===== src/rtl/muldiv_hilo_if.sv =====
// Pipeline-side bundle for the iterative mul/div unit: EX operands and flush in,
// stall request and HI/LO write ports out.
`timescale 1ns/1ps
interface muldiv_hilo_if;
    logic        start;
    logic [1:0]  op;
    logic [31:0] src_a;
    logic [31:0] src_b;
    logic        cancel;
    logic        stallreq;
    logic        ready;
    logic        w_hi_we;
    logic [31:0] w_hi_o;
    logic        w_lo_we;
    logic [31:0] w_lo_o;

    modport master (
        output start, op, src_a, src_b, cancel,
        input  stallreq, ready, w_hi_we, w_hi_o, w_lo_we, w_lo_o
    );

    modport slave (
        input  start, op, src_a, src_b, cancel,
        output stallreq, ready, w_hi_we, w_hi_o, w_lo_we, w_lo_o
    );
endinterface


===== src/rtl/muldiv_hilo.sv =====
// Iterative 32-step radix-2 MULT/MULTU/DIV/DIVU unit feeding the HI/LO write ports.
// Signed ops run on magnitudes; signs are fixed up when the final step completes.
`timescale 1ns/1ps
module muldiv_hilo (
    input  logic          clk,
    input  logic          rst,
    muldiv_hilo_if.slave  bus
);

    typedef enum logic [1:0] {IDLE, CALC, DONE} state_t;

    state_t      state;
    logic        is_div;
    logic        neg_res;
    logic        neg_rem;
    logic        div_zero;
    logic [31:0] a_mag;
    logic [31:0] b_mag;
    logic [31:0] a_raw;
    logic [63:0] acc;
    logic [4:0]  cnt;

    logic        ready_q;
    logic [31:0] hi_q;
    logic [31:0] lo_q;

    // Operand conditioning at acceptance: only MULT/DIV (op[0]=0) are signed.
    logic        in_signed;
    logic        in_a_neg;
    logic        in_b_neg;
    logic [31:0] in_a_mag;
    logic [31:0] in_b_mag;

    always_comb begin
        in_signed = ~bus.op[0];
        in_a_neg  = in_signed & bus.src_a[31];
        in_b_neg  = in_signed & bus.src_b[31];
        in_a_mag  = in_a_neg ? (32'd0 - bus.src_a) : bus.src_a;
        in_b_mag  = in_b_neg ? (32'd0 - bus.src_b) : bus.src_b;
    end

    // One iteration: multiply adds the multiplicand into the high half and shifts right;
    // divide shifts left and keeps the trial subtraction only when it does not borrow.
    logic [32:0] add_sum;
    logic [32:0] rem_shift;
    logic [32:0] rem_diff;
    logic [63:0] step_acc;

    always_comb begin
        add_sum   = {1'b0, acc[63:32]} + (acc[0] ? {1'b0, a_mag} : 33'd0);
        rem_shift = {acc[63:32], acc[31]};
        rem_diff  = rem_shift - {1'b0, b_mag};
        step_acc  = {add_sum, acc[31:1]};
        if (is_div) begin
            if (!rem_diff[32])
                step_acc = {rem_diff[31:0], acc[30:0], 1'b1};
            else
                step_acc = {rem_shift[31:0], acc[30:0], 1'b0};
        end
    end

    logic [63:0] prod_fix;
    logic [31:0] quot_fix;
    logic [31:0] rem_fix;
    logic [31:0] res_hi;
    logic [31:0] res_lo;

    always_comb begin
        prod_fix = neg_res ? (64'd0 - step_acc) : step_acc;
        quot_fix = neg_res ? (32'd0 - step_acc[31:0]) : step_acc[31:0];
        rem_fix  = neg_rem ? (32'd0 - step_acc[63:32]) : step_acc[63:32];
        res_hi   = prod_fix[63:32];
        res_lo   = prod_fix[31:0];
        if (is_div) begin
            if (div_zero) begin
                res_hi = a_raw;
                res_lo = 32'hFFFF_FFFF;
            end else begin
                res_hi = rem_fix;
                res_lo = quot_fix;
            end
        end
    end

    always_ff @(posedge clk or posedge rst) begin
        if (rst) begin
            state    <= IDLE;
            is_div   <= 1'b0;
            neg_res  <= 1'b0;
            neg_rem  <= 1'b0;
            div_zero <= 1'b0;
            a_mag    <= 32'd0;
            b_mag    <= 32'd0;
            a_raw    <= 32'd0;
            acc      <= 64'd0;
            cnt      <= 5'd0;
            ready_q  <= 1'b0;
            hi_q     <= 32'd0;
            lo_q     <= 32'd0;
        end else if (bus.cancel) begin
            state   <= IDLE;
            ready_q <= 1'b0;
        end else begin
            case (state)
                IDLE: begin
                    ready_q <= 1'b0;
                    if (bus.start) begin
                        state    <= CALC;
                        is_div   <= bus.op[1];
                        neg_res  <= in_a_neg ^ in_b_neg;
                        neg_rem  <= in_a_neg;
                        div_zero <= (bus.src_b == 32'd0);
                        a_mag    <= in_a_mag;
                        b_mag    <= in_b_mag;
                        a_raw    <= bus.src_a;
                        acc      <= {32'd0, bus.op[1] ? in_a_mag : in_b_mag};
                        cnt      <= 5'd0;
                    end
                end
                CALC: begin
                    acc <= step_acc;
                    cnt <= cnt + 5'd1;
                    if (cnt == 5'd31) begin
                        state   <= DONE;
                        ready_q <= 1'b1;
                        hi_q    <= res_hi;
                        lo_q    <= res_lo;
                    end
                end
                DONE: begin
                    state   <= IDLE;
                    ready_q <= 1'b0;
                end
                default: begin
                    state   <= IDLE;
                    ready_q <= 1'b0;
                end
            endcase
        end
    end

    // Stall is combinational so the pipeline freezes in the very cycle the op is accepted.
    assign bus.stallreq = ~rst & ~bus.cancel &
                          (((state == IDLE) & bus.start) | (state == CALC));
    assign bus.ready    = ready_q;
    assign bus.w_hi_we  = ready_q;
    assign bus.w_lo_we  = ready_q;
    assign bus.w_hi_o   = hi_q;
    assign bus.w_lo_o   = lo_q;

endmodule


===== src/flat_wrapper.sv =====
// flat-port wrapper written by rule: the top's interface ports become plain ports
module muldiv_hilo_flat 
  (clk, rst, bus_start, bus_op, bus_src_a, bus_src_b, bus_cancel, bus_stallreq, bus_ready, bus_w_hi_we, bus_w_hi_o, bus_w_lo_we, bus_w_lo_o);
  muldiv_hilo_if bus_i ();
  input  logic clk;
  input  logic rst;
  input wire logic [$bits(bus_i.start)-1:0] bus_start;
  input wire logic [$bits(bus_i.op)-1:0] bus_op;
  input wire logic [$bits(bus_i.src_a)-1:0] bus_src_a;
  input wire logic [$bits(bus_i.src_b)-1:0] bus_src_b;
  input wire logic [$bits(bus_i.cancel)-1:0] bus_cancel;
  output wire logic [$bits(bus_i.stallreq)-1:0] bus_stallreq;
  output wire logic [$bits(bus_i.ready)-1:0] bus_ready;
  output wire logic [$bits(bus_i.w_hi_we)-1:0] bus_w_hi_we;
  output wire logic [$bits(bus_i.w_hi_o)-1:0] bus_w_hi_o;
  output wire logic [$bits(bus_i.w_lo_we)-1:0] bus_w_lo_we;
  output wire logic [$bits(bus_i.w_lo_o)-1:0] bus_w_lo_o;
  assign bus_i.start = bus_start;
  assign bus_i.op = bus_op;
  assign bus_i.src_a = bus_src_a;
  assign bus_i.src_b = bus_src_b;
  assign bus_i.cancel = bus_cancel;
  assign bus_stallreq = bus_i.stallreq;
  assign bus_ready = bus_i.ready;
  assign bus_w_hi_we = bus_i.w_hi_we;
  assign bus_w_hi_o = bus_i.w_hi_o;
  assign bus_w_lo_we = bus_i.w_lo_we;
  assign bus_w_lo_o = bus_i.w_lo_o;
  muldiv_hilo u_core (.clk(clk), .rst(rst), .bus(bus_i));
endmodule

===== config.mk =====
export PLATFORM = sky130hd
export DESIGN_NAME = muldiv_hilo_flat
export DESIGN_NICKNAME = d
export VERILOG_FILES = /design/src/rtl/muldiv_hilo_if.sv /design/src/rtl/muldiv_hilo.sv /design/src/flat_wrapper.sv
export SDC_FILE = /design/constraint.sdc
export NUM_CORES = 1
export LEC_CHECK = 0
export BUFFER_PORTS_ARGS = -buffer_cell sky130_fd_sc_hd__buf_2
export CORE_ASPECT_RATIO = 1.2
export CORE_MARGIN = 3
export CORE_UTILIZATION = 30
export CTS_CLUSTER_SIZE = 14
export DETAILED_ROUTE_END_ITERATION = 8
export SLEW_MARGIN = 10
export SYNTH_ARGS = -nofsm -noshare
export SYNTH_HDL_FRONTEND = slang
export SYNTH_SLANG_ARGS = --single-unit

===== constraint.sdc =====
create_clock -name clk -period 11 [get_ports clk]
set_input_delay 2.2 -clock clk [delete_from_list [all_inputs] [get_ports clk]]
set_output_delay 2.2 -clock clk [all_outputs]
set_load 0.005 [all_outputs]

[Word level (Yosys, flattened, before mapping)]
Cells that the tools add are included.
Storage, ports and cells
  word-level logic and storage cells: 67
  input port bits: 70
  flip-flop bits (word level): 236
  output and inout port bits: 68
Cells by class
  eq/ne operators: 5
  reductions and logical operators: 7
  bitwise gates (word level): 10
  add/sub/neg operators: 8
  muxes and demuxes: 24
Operators by type and width (number)
  $mux W32: 10
  $mux W64: 4
  $pmux W64 S2: 1
  $sub A1 B32 Y32 const A: 4
  $sub A1 B64 Y64 const A: 1
  $add A32 B33 Y33: 1
  $sub A33 B32 Y33: 1
  $logic_not A32 Y1: 1
  $pmux W5 S2: 1
  $reduce_and A3 Y1: 3
  $mux W2: 3
  $add A5 B1 Y5 const B: 1
  $and A1 B1 Y1: 5
  $eq A5 B5 Y1 const B: 1
  $mux W5: 1
  $pmux W2 S2: 1
  $mux W1: 3
  $ne A3 B2 Y1 const B: 1
  $ne A3 B3 Y1 const B: 1
  $not A1 Y1: 3
  $eq A2 B1 Y1 const B: 1
  $logic_not A2 Y1: 1
  $ne A2 B2 Y1 const B: 1
  $reduce_and A2 Y1: 1
  3 further kinds: 3

[Logic depth before layout (Yosys ltp)]
Gate-level depths: netlist (run 1).
  depth after elaboration: 7
  mapped depth: 22

[Worst setup path before layout (run 1)]
No wires, ideal clock.
  kind: register to register
  start point: register u_core.acc[31]
  end point: register u_core.hi_q[28] (netlist: u_core.bus.w_hi_o[28])
  period minus slack after synthesis: 5.377 ns
  path buffers: 3
  setup slack: 5.623 ns
  stages on the path, launching flop included: 21
  arrival: 5.244 ns
  data required time: 10.867 ns
  cell sequence: dfrtp_1 -> inv_1 -> ha_1 -> fa_1 -> nand2b_1 -> a211oi_2 -> o211ai_1 -> a21boi_2 -> buf_2 -> o32ai_1 -> a211oi_2 -> ha_1 -> inv_1 -> or3_1 -> or4b_1 -> buf_2 -> or4_1 -> buf_2 -> nor4_1 -> mux2i_1 -> o211ai_1
Between the ends
  cells in the longest elaborated chain, start to end: 7
  elaborated cells on any way between the ends: 9
RTL lines
  from (decl): RTL line muldiv_hilo.sv:20  | logic [63:0] acc;
  from (signal assigned): RTL line muldiv_hilo.sv:116  | acc <= {32'd0, bus.op[1] ? in_a_mag : in_b_mag};
  from (signal assigned): RTL line muldiv_hilo.sv:121  | acc <= step_acc;
  $sub A33 B32 Y33: RTL line muldiv_hilo.sv:52  | rem_diff = rem_shift - {1'b0, b_mag};
  $mux W64: RTL line muldiv_hilo.sv:55  | if (!rem_diff[32])
  $mux W64 *: RTL line muldiv_hilo.sv:54  | if (is_div) begin
  $sub A1 B32 Y32: RTL line muldiv_hilo.sv:71  | rem_fix = neg_rem ? (32'd0 - step_acc[63:32]) : step_acc[63:32];
  $mux W32: RTL line muldiv_hilo.sv:71
  $mux W32: RTL line muldiv_hilo.sv:75  | if (div_zero) begin
  $mux W32 *: RTL line muldiv_hilo.sv:74  | if (is_div) begin
  to (signal assigned): RTL line muldiv_hilo.sv:126  | hi_q <= res_hi;
  to (decl): RTL line muldiv_hilo.sv:24  | logic [31:0] hi_q;
Mark *: on every way between the ends. The rest lies on a longest branch, timed or not.
A chain may end at the register's enable or synchronous reset.

[Final worst setup path (run 1)]
Same ends and word-level chain as after synthesis.

==> results.json, run 1 <==
{
  "cts_resized": 0,
  "power_density_nw_per_um2": 233,
  "instances_no_fill": 3327,
  "finalSetupTns_ns": 0,
  "fillers": 6622,
  "postCtsSetupRepairBufs": 0,
  "syn_nets": 2581,
  "power_frac_clock_pct": 19.2,
  "clk_root_buffer_cell": "clkbuf_16",
  "cts_tree": "built",
  "hold_violations": 0,
  "avgViaCountPerCell": 5.78,
  "drt_iter0_drc": 1987,
  "ir_drop_uv": 137,
  "worst_ep_arrival_time_ns": 7.26,
  "cp.required_ns": 11.45,
  "fmax_mhz": 147,
  "crit_fanout": 19,
  "post-dp-hpwl_microns": 60900,
  "synth-edff-count": 0,
  "wirelength_microns": 78400,
  "seqPwrFrac_pct": 24.4,
  "die_h_microns": 281,
  "rows": 100,
  "clock-sinks": 235,
  "path_class": "reg -> reg",
  "cts_max_level": 1,
  "slew_viol_final": 0,
  "layout-drive-gt1-share_pct": 10.5,
  "period_share_pct": 62.0,
  "max_slew_margin_pct": 21.5,
  "worst_hold_slack_ns": 0.477,
  "wire_per_inst_microns": 23.6,
  "setup-violations-final": 0,
  "vias": 19200,
  "worstSetupEndpointType": "flop",
  "ys_async_sr_fraction_pct": 100,
  "antenna_found_initial": 3,
  "grt_max_degree": 112,
  "clk_latency_ns": 0.58,
  "syn_inst": 2439,
  "dr.pass1.iters": 6,
  "maxCapViolations": 0,
  "die_area_sq_um": 66100,
  "grt_pass1_vias": 18300,
  "dp_cells": 3276,
  "drc": 0,
  "power_mw": 4.93,
  "postLayoutCoreUtil_pct": 34.1,
  "min_path_type": "reg -> reg",
  "nets": 2631,
  "tightest_slew_ns": 1.16,
  "max-clock-path-buffers": 3,
  "yosysUniqueCellTypes": 94,
  "die_x_microns": 235,
  "ctsHoldBuffers": 0,
  "clk_pin_slew_worst_paths_ns": 0.06,
  "ios": 138,
  "place.gp.congestion": 0.978,
  "power.net_switching_mw": 2.46,
  "pwr-share-comb_pct": 56.4,
  "initial_core_util_pct": 30.4,
  "yosysSeqAreaShare_pct": 31.1,
  "io_buffers": 137,
  "synth_flop_cell": "dfrtp_1",
  "p_sw_share_pct": 49.9,
  "clock_skew_ns": 0.0171,
  "ant_nets": 0,
  "rsz0062_at_grt": "false",
  "netlist_area_sq_um": 18900,
  "p_leak_nw": 9.34,
  "ys_seq_elements": 235,
  "cts_buffers": 27,
  "yosysWarnings": 0,
  "status": "finished clean",
  "syn_avg_cell_area_sq_um": 7.76,
  "grt_use_total_pct": 22.8,
  "start_kind": "flop",
  "p_int_mw": 2.47,
  "core_region_area_sq_um": 62200,
  "fin_crit_ns": 6.82,
  "grt_pass1_wl_microns": 117000,
  "grt_overflow_total": 0,
  "areaGrowthSynthToFinish_pct": 12.1
}
[cell usage after synthesis, types with 7 or more instances]
cell type | n | area (sq um)
nor3_1 | 56 | 280
and3_1 | 19 | 119
o211ai_1 | 36 | 270
a211oi_1 | 39 | 293
a21oi_1 | 174 | 871
buf_2 | 23 | 115
mux2i_1 | 46 | 460
o41ai_1 | 11 | 96.3
or3_1 | 24 | 150
nor4_1 | 19 | 119
a31oi_1 | 25 | 156
ha_1 | 70 | 876
buf_1 | 11 | 41.3
dfrtp_1 | 235 | 5880
a211o_1 | 10 | 87.6
a2111oi_0 | 9 | 78.8
nand2b_1 | 15 | 93.8
xnor2_1 | 84 | 736
or4_1 | 8 | 60.1
nor2_1 | 177 | 664
nand4_1 | 29 | 181
inv_1 | 74 | 278
o22ai_1 | 11 | 68.8
or2_2 | 9 | 56.3
xor2_1 | 74 | 648
o21a_1 | 9 | 67.6
o21ai_0 | 278 | 1390
nand2_1 | 385 | 1450
o21bai_1 | 7 | 52.6
a22o_1 | 21 | 184
a22oi_1 | 11 | 82.6
and2_1 | 51 | 319
mux2_2 | 11 | 124
clkbuf_1 | 107 | 402
nand3b_1 | 12 | 90.1
nand3_1 | 45 | 225
o31ai_1 | 23 | 173
o2111ai_1 | 11 | 96.3
nor2b_1 | 20 | 125
a21o_1 | 31 | 233
[state kept, by name, summed over array words and instances (netlist names)]
register	flops
u_core.a_mag	32
u_core.a_raw	31
u_core.acc	64
u_core.b_mag	32
u_core.bus.ready	1
u_core.bus.w_hi_o	32
u_core.bus.w_lo_o	32
u_core.cnt	5
u_core.div_zero	1
u_core.is_div	1
u_core.neg_rem	1
u_core.neg_res	1
u_core.state	2
[cell families after synthesis]
| logic type | Yosys count | synth area share, % |
|---|---|---|
| compound gates | 792 | 26.5 |
| xor+xnor | 158 | 7.31 |
| fa+ha+maj | 72 | 4.84 |
| buf+inv | 219 | 4.55 |
| flops | 235 | 31.1 |
| mux | 57 | 3.09 |
| simple gates | 906 | 22.6 |
[critical path, cell delays in order (launching register included)]
cell and delay (ns):
dfrtp_1 0.41, inv_1 0.09, ha_1 0.23, fa_1 0.40, nand2b_1 0.20, a211oi_2 0.49
o211ai_1 0.27, a21boi_2 0.65, o21ai_4 0.33, a211oi_2 0.61, ha_1 0.31, inv_1 0.07
or3_1 0.41, or4b_1 0.69, or4_1 0.80, nor4_1 0.43, mux2i_1 0.22, o211ai_1 0.09
[cells in the final DEF (no fill, tap or decap), types with 11 or more instances in the layout]
cell	n
a21oi_1	173
clkbuf_16	27
o22ai_1	11
o41ai_1	11
nand3b_1	12
o211ai_1	36
o31ai_1	23
buf_2	137
a21o_1	31
nand2b_1	15
and3_1	19
nor2b_1	19
a22o_1	21
o21ai_0	278
xor2_1	74
ha_1	70
and2_1	51
mux2i_1	46
or3_1	24
inv_1	73
a211oi_1	39
nand4_1	29
a22oi_1	11
dfrtp_1	234
mux2_2	11
nand2_1	385
a31oi_1	25
nor2_1	177
nand3_1	45
buf_4	29
nor3_1	56
nor4_1	19
o2111ai_1	11
xnor2_1	84
[power groups by stage]
stage	combinational, mW	sequential (mW)	clock [mW]
2_1_floorplan	1.91	1.11	0
3_3_place_gp	2.71	1.21	0
3_5_place_dp	2.71	1.22	0
4_1_cts	2.72	1.20	0.958
5_1_grt	3.01	1.22	0.988
6_report	2.78	1.21	0.947
[metrics by stage]
stage                     worst slack, ns  cell area, sq um
after floorplan                      2.35             18900
after global placement               4.53             20300
after detailed placement             4.36             20300
after CTS                            4.36             21200
after global routing                 3.85             21200
final                                4.18             21200
[area by class of cell]
cell class,instances,area [sq um],share of cell area [%]
Multi-Input combinational cell,1985,12200,57.6
Sequential cell,235,5880,27.7
Tap cell,816,1020,4.81
Timing Repair Buffer,166,903,4.26
Clock buffer,35,736,3.47
Inverter,74,285,1.35
Clock inverter,14,161,0.761
Antenna cell,2,5.00,0.0236
[worst paths after layout]
check / startpoint / endpoint / slack (ns) / depth (start not counted)
max: u_core.acc[31] / u_core.bus.w_hi_o[28] / 4.18 / 17
min: u_core.a_mag[21] / u_core.a_mag[21] / 0.48 / 2
max reg2reg: u_core.acc[31] / u_core.bus.w_hi_o[28] / 4.18 / 17
min reg2reg: u_core.a_mag[21] / u_core.a_mag[21] / 0.48 / 2
max in group asynchronous: rst / u_core.a_mag[28] / 7.80 / 3
min in group asynchronous: rst / u_core.bus.w_lo_o[13] / 1.80 / 2
[layer usage]
layer / vias up / GRT usage, % / share of wire, %
met2: 841 / 38.8 / 48
li1: 8945 / - / -
met4: 0 / 15.1 / 7.8
met3: 224 / 2.75 / 5.8
met1: 9227 / 27.2 / 39
met5: - / 0 / 0
Note: power is estimated with default switching activity, not from simulation.
==> inputs of run 2 (changes only) <==
==> constraint.sdc (replaced) <==
create_clock -name clk -period 5.6 [get_ports clk]
set_input_delay 1.12 -clock clk [delete_from_list [all_inputs] [get_ports clk]]
set_output_delay 1.12 -clock clk [all_outputs]
set_load 0.005 [all_outputs]
==> run 2 against run 1 <==
Against the previous run: count of clock-buffer cells in the layout is 1 higher; register-to-register slack worse by 3.9 ns; sequential cell count stayed put; utilization rose by 1.2 points; combinational power up 120%; sequential share of layout area is 0.92 points lower; final cell count up 2.3%; global-route usage up 1.2 points; fmax rose by 28%; critical path type unchanged; critical endpoint unchanged.
==> results.json, run 2 (synthesis gave the netlist of run 1 again) <==
{
  "status": "finished clean",
  "rsz0062_at_grt": "false",
  "clk_root_buffer_cell": "clkbuf_16",
  "clk_latency_ns": 0.59,
  "die_x_microns": 235,
  "max_slew_margin_pct": 27.9,
  "wirelength_microns": 83000,
  "start_kind": "flop",
  "grt_pass1_vias": 18900,
  "mostFrequentLayoutCells": "nand2_1 (385), o21ai_0 (278), dfrtp_1 (234)",
  "cts_max_level": 1,
  "worst_ep_arrival_time_ns": 5.78,
  "endpoint": "u_core.bus.w_hi_o[28]",
  "path_class": "reg -> reg",
  "worstSetupEndpointType": "flop",
  "ios": 138,
  "finalSetupTns_ns": 0,
  "fillers": 6596,
  "postCtsSetupRepairBufs": 0,
  "clk_pin_slew_worst_paths_ns": 0.06,
  "fmax_mhz": 188,
  "vias": 19800,
  "io_buffers": 137,
  "reg2reg_slack_ns": 0.27,
  "fin_crit_ns": 5.33,
  "p_leak_nw": 9.77,
  "grt_pass1_wl_microns": 122000,
  "cts_tree": "built",
  "clock_skew_ns": 0.0265,
  "final_common_cell": "nand2_1",
  "grt_use_total_pct": 24.0,
  "grt_overflow_total": 0,
  "place.gp.congestion": 1.01,
  "period_share_pct": 95.2,
  "power_mw": 10.4,
  "maxCapViolations": 0,
  "tightest_slew_ns": 1.08,
  "hold_violations": 0,
  "min_path_type": "reg -> reg",
  "die_area_sq_um": 66100,
  "cts_buffers": 28,
  "clock-sinks": 235,
  "slew_viol_final": 0,
  "r2r_end": "u_core.bus.w_hi_o[28]",
  "drt_iter0_drc": 1990,
  "wire_per_inst_microns": 24.4,
  "cp.required_ns": 6.05,
  "grt_max_degree": 121,
  "post-dp-hpwl_microns": 65000,
  "drc": 0,
  "antenna_found_initial": 5,
  "ff2ff_path_depth": 17,
  "crit_fanout": 10,
  "r2r-start": "u_core.acc[31]",
  "areaGrowthSynthToFinish_pct": 15.9,
  "rows": 100,
  "initial_core_util_pct": 30.4,
  "startpoint": "u_core.acc[31]",
  "core_region_area_sq_um": 62200,
  "max-clock-path-buffers": 3,
  "largest_reg_flops": 64,
  "ant_nets": 0,
  "layout-drive-gt1-share_pct": 13.3,
  "ir_drop_uv": 242,
  "setup-violations-final": 0,
  "regMostFlops": "u_core.acc",
  "avgViaCountPerCell": 5.82,
  "nets": 2709,
  "dr.pass1.iters": 6,
  "power_density_nw_per_um2": 476,
  "die_h_microns": 281
}
run 2: changes by cell type in the layout (fill, tap and decap cells not counted), sizes merged:
cell    delta
buf       +77
bufinv     +2
clkbuf     +1
clkinv     -2
diode      -1
inv        -1
run 2: how the worst min path moves through the flow:
stage	depth (start not counted)	slack [ns]	startpoint	to
6_report	2	0.47	u_core.a_raw[17]	u_core.a_raw[17]
5_1_grt	2	0.49	u_core.a_mag[9]	u_core.a_mag[9]
4_1_cts	2	0.47	u_core.a_raw[17]	u_core.a_raw[17]
3_5_place_dp	2	0.46	u_core.a_raw[17]	u_core.a_raw[17]
3_3_place_gp	2	0.45	u_core.a_mag[9]	u_core.a_mag[9]
2_1_floorplan	2	0.44	u_core.a_raw[17]	u_core.a_raw[17]
run 2: layout make-up:
class | instances | area [sq um] | share of cell area [%]
diodes | 1 | 2.50 | 0.0114
clock buffers | 36 | 782 | 3.57
clock inverters | 13 | 215 | 0.981
inverters | 74 | 282 | 1.28
multi-input cells | 1985 | 12200 | 55.8
flip-flops and latches | 235 | 5880 | 26.8
well taps | 816 | 1020 | 4.66
repair buffers | 243 | 1510 | 6.87
run 2: report_power, final:
group          switching [mW]  leakage (nW)  total (mW)  internal [mW]
combinational            3.93          6.25        6.08           2.15
sequential              0.326          3.03        2.31           1.98
clock                   0.824         0.489        2.04           1.22
run 2: layer usage:
layer / up-vias / global-route usage [%] / share of wire, %
met3: 260 / 3.27 / 6.7
met1: 9580 / 28.8 / 38
li1: 9102 / - / -
met4: 4 / 16.8 / 8.3
met5: - / 0 / 0.030
met2: 874 / 40.1 / 46
run 2: worst max-delay path, cell delays in order, from the launching register on:
cell and delay [ns]:
dfrtp_1 0.35, inv_1 0.06, ha_1 0.22, fa_1 0.41
nand2b_1 0.19, a211oi_2 0.29, o211ai_1 0.20, a21boi_2 0.35
o32ai_1 0.16, a211oi_2 0.23, ha_1 0.30, inv_1 0.07
or3_1 0.44, or4b_1 0.59, or4_4 0.65, nor4_1 0.36
mux2i_1 0.23, o211ai_1 0.09
run 2: what timing repair did:
| item | 4_1_cts | 5_1_grt |
|---|---|---|
| endpoints found under the hold margin | 0 | 0 |
| endpoints found under the setup margin | 0 | 5 |
| resized for setup | 0 | 5 |
| hold buffers | 0 | 0 |
run 2: through the flow:
step | hold WS [ns] | instance area, sq um | instances | worst slack, ns | util (%)
floorplan | 0.437 | 18900 | 2439 | 0.223 | -
global placement | 0.455 | 20900 | 3353 | 0.342 | 33.6
detailed placement | 0.456 | 20900 | 3353 | 0.245 | 33.6
CTS | 0.471 | 21900 | 3402 | 0.190 | 35.2
global route | 0.488 | 21900 | 3403 | 0.0809 | 35.3
finish | 0.472 | 21900 | 3403 | 0.268 | 35.3
==> inputs of run 3 (changes only) <==
--- a/config.mk
+++ b/config.mk
@@ -11,6 +11,7 @@
 export CORE_UTILIZATION = 30
 export CTS_CLUSTER_SIZE = 14
 export DETAILED_ROUTE_END_ITERATION = 8
+export SETUP_SLACK_MARGIN = 0.5
 export SLEW_MARGIN = 10
 export SYNTH_ARGS = -nofsm -noshare
 export SYNTH_HDL_FRONTEND = slang
==> run 3 against run 2 <==
Against the previous run: largest power group unchanged; non-clock buffer count decreased by 2; clock power fell by 5%; largest cell class unchanged; utilization increased by 0.44 points; final cell count is 0.18% higher; highest routed layer is now met4; register-to-register slack better by 0.29 ns; clock skew shrank 0.0087 ns.
==> results.json, run 3 (synthesis gave the netlist of run 1 again) <==
{
  "drc": 0,
  "initial_core_util_pct": 30.4,
  "nets": 2708,
  "clk_latency_ns": 0.58,
  "path_class": "reg -> reg",
  "die_h_microns": 281,
  "antenna_found_initial": 4,
  "cp_cell_sequence": "inv_1, fa_2, nand2b_4, a211oi_4, o211ai_1, a21boi_2, buf_4, o21ai_4, a211oi_2, buf_4, ha_4, inv_1, or3_4, or4b_4, buf_4, or4_4, buf_4, o31ai_2, o221ai_1, a21oi_1",
  "worstSetupEndpointType": "flop",
  "grt_pass1_vias": 18700,
  "clock-sinks": 235,
  "max_slew_margin_pct": 26.3,
  "tightest_slew_ns": 1.11,
  "finalSetupTns_ns": 0,
  "p_leak_nw": 9.78,
  "slew_viol_final": 0,
  "io_buffers": 137,
  "grt_use_total_pct": 23.7,
  "clock_skew_ns": 0.0178,
  "fillers": 6592,
  "grt_overflow_total": 0,
  "min_path_type": "in -> async",
  "fin_crit_ns": 5.04,
  "vias": 19700,
  "ios": 138,
  "r2r-start": "u_core.acc[32]",
  "largest_reg_flops": 64,
  "wire_per_inst_microns": 24.2,
  "clk_root_buffer_cell": "clkbuf_16",
  "ff2ff_path_depth": 20,
  "place.gp.congestion": 1.00,
  "crit_fanout": 4,
  "grt_pass1_wl_microns": 120000,
  "crit_family": "compound AO/OA/AOI/OAI gates",
  "maxCapViolations": 0,
  "worst_ep_arrival_time_ns": 5.54,
  "power_density_nw_per_um2": 473,
  "wirelength_microns": 82400,
  "core_region_area_sq_um": 62200,
  "path_buf_inv": 6,
  "dp_cells": 3334,
  "cts_buffers": 28,
  "hold_violations": 0,
  "cpPeakStageDelay_ns": 0.54,
  "cp_slowest_cell": "or4b_4",
  "instances_no_fill": 3409,
  "period_share_pct": 90.0,
  "fmax_mhz": 199,
  "final_common_cell": "nand2_1",
  "rows": 100,
  "dr.pass1.iters": 5,
  "fin_ws_ns": 0.563,
  "die_area_sq_um": 66100,
  "path_common_cell": "buf_4",
  "die_x_microns": 235,
  "post-dp-hpwl_microns": 63900,
  "start_kind": "flop",
  "rsz0062_at_grt": "true",
  "cp.depth": 20,
  "grt_max_degree": 142,
  "r2r_end": "u_core.bus.w_hi_o[20]",
  "mostFrequentLayoutCells": "nand2_1 (385), o21ai_0 (274), dfrtp_1 (233)",
  "cts_max_level": 1,
  "dpl_cell_area_sq_um": 20800,
  "cts_tree": "built",
  "startpoint": "u_core.acc[32]",
  "layout-drive-gt1-share_pct": 15.2,
  "regMostFlops": "u_core.acc",
  "ir_drop_uv": 248,
  "ant_nets": 0,
  "reg2reg_slack_ns": 0.56,
  "clk_pin_slew_worst_paths_ns": 0.06,
  "final_area_sq_um": 22200,
  "ctsHoldBuffers": 0,
  "endpoint": "u_core.bus.w_hi_o[20]",
  "status": "finished clean",
  "cp.required_ns": 6.11,
  "drt_iter0_drc": 1843,
  "pre_cts_slack_ns": 0.296,
  "areaGrowthSynthToFinish_pct": 17.4,
  "setup-violations-final": 0,
  "avgViaCountPerCell": 5.77,
  "max-clock-path-buffers": 3
}
==> run 3: final cells by class <==
| class | instances | area (sq um) | area share, % |
|---|---|---|---|
| sequential | 235 | 5890 | 26.5 |
| timing repair buffer | 241 | 1500 | 6.73 |
| clock inverter | 13 | 125 | 0.563 |
| antenna | 5 | 12.5 | 0.0563 |
| inverter | 74 | 282 | 1.27 |
| multi-input combinational | 1986 | 12600 | 56.6 |
| clock buffer | 39 | 823 | 3.71 |
| tap | 816 | 1020 | 4.60 |
==> run 3: metal layers <==
metal  GRT usage, %  wire (microns)  vias to the layer above
met5              0               0                        -
met4           16.0            6420                        0
met3           2.48            4670                      240
met2           40.4           39300                      831
met1           28.4           32100                     9538
li1               -               -                     9076
==> run 3: what timing repair did <==
item                                    in CTS  in global routing
resized for setup                           14                 49
gates cloned                                 0                  1
endpoints found under the setup margin      14                 20
pin swaps                                    2                 12
setup buffers                                2                 15
==> run 3: worst min-delay path by stage <==
stage | start | end | slack (ns) | cells after the start
6_report | rst | u_core.bus.w_lo_o[4] | 0.48 | 2
3_3_place_gp | u_core.a_mag[12] | u_core.a_mag[12] | 0.45 | 2
2_1_floorplan | u_core.a_raw[17] | u_core.a_raw[17] | 0.44 | 2
5_1_grt | rst | u_core.bus.w_lo_o[4] | 0.48 | 2
4_1_cts | rst | u_core.bus.w_lo_o[4] | 0.46 | 2
3_5_place_dp | u_core.a_raw[15] | u_core.a_raw[15] | 0.47 | 2
==> run 3: metrics by stage <==
| stage | hold slack, ns | power, mW | util [%] |
|---|---|---|---|
| 2_1_floorplan | 0.437 | 5.98 | - |
| 3_3_place_gp | 0.453 | 8.15 | 33.5 |
| 3_5_place_dp | 0.467 | 8.14 | 33.5 |
| 4_1_cts | 0.460 | 10.1 | 35.1 |
| 5_1_grt | 0.478 | 11.0 | 35.7 |
| 6_report | 0.475 | 10.5 | 35.7 |
==> run 3: power breakdown <==
group          switching (mW)  internal, mW
clock                   0.810          1.12
combinational            4.01          2.25
sequential              0.337          1.98
total                    5.15          5.35
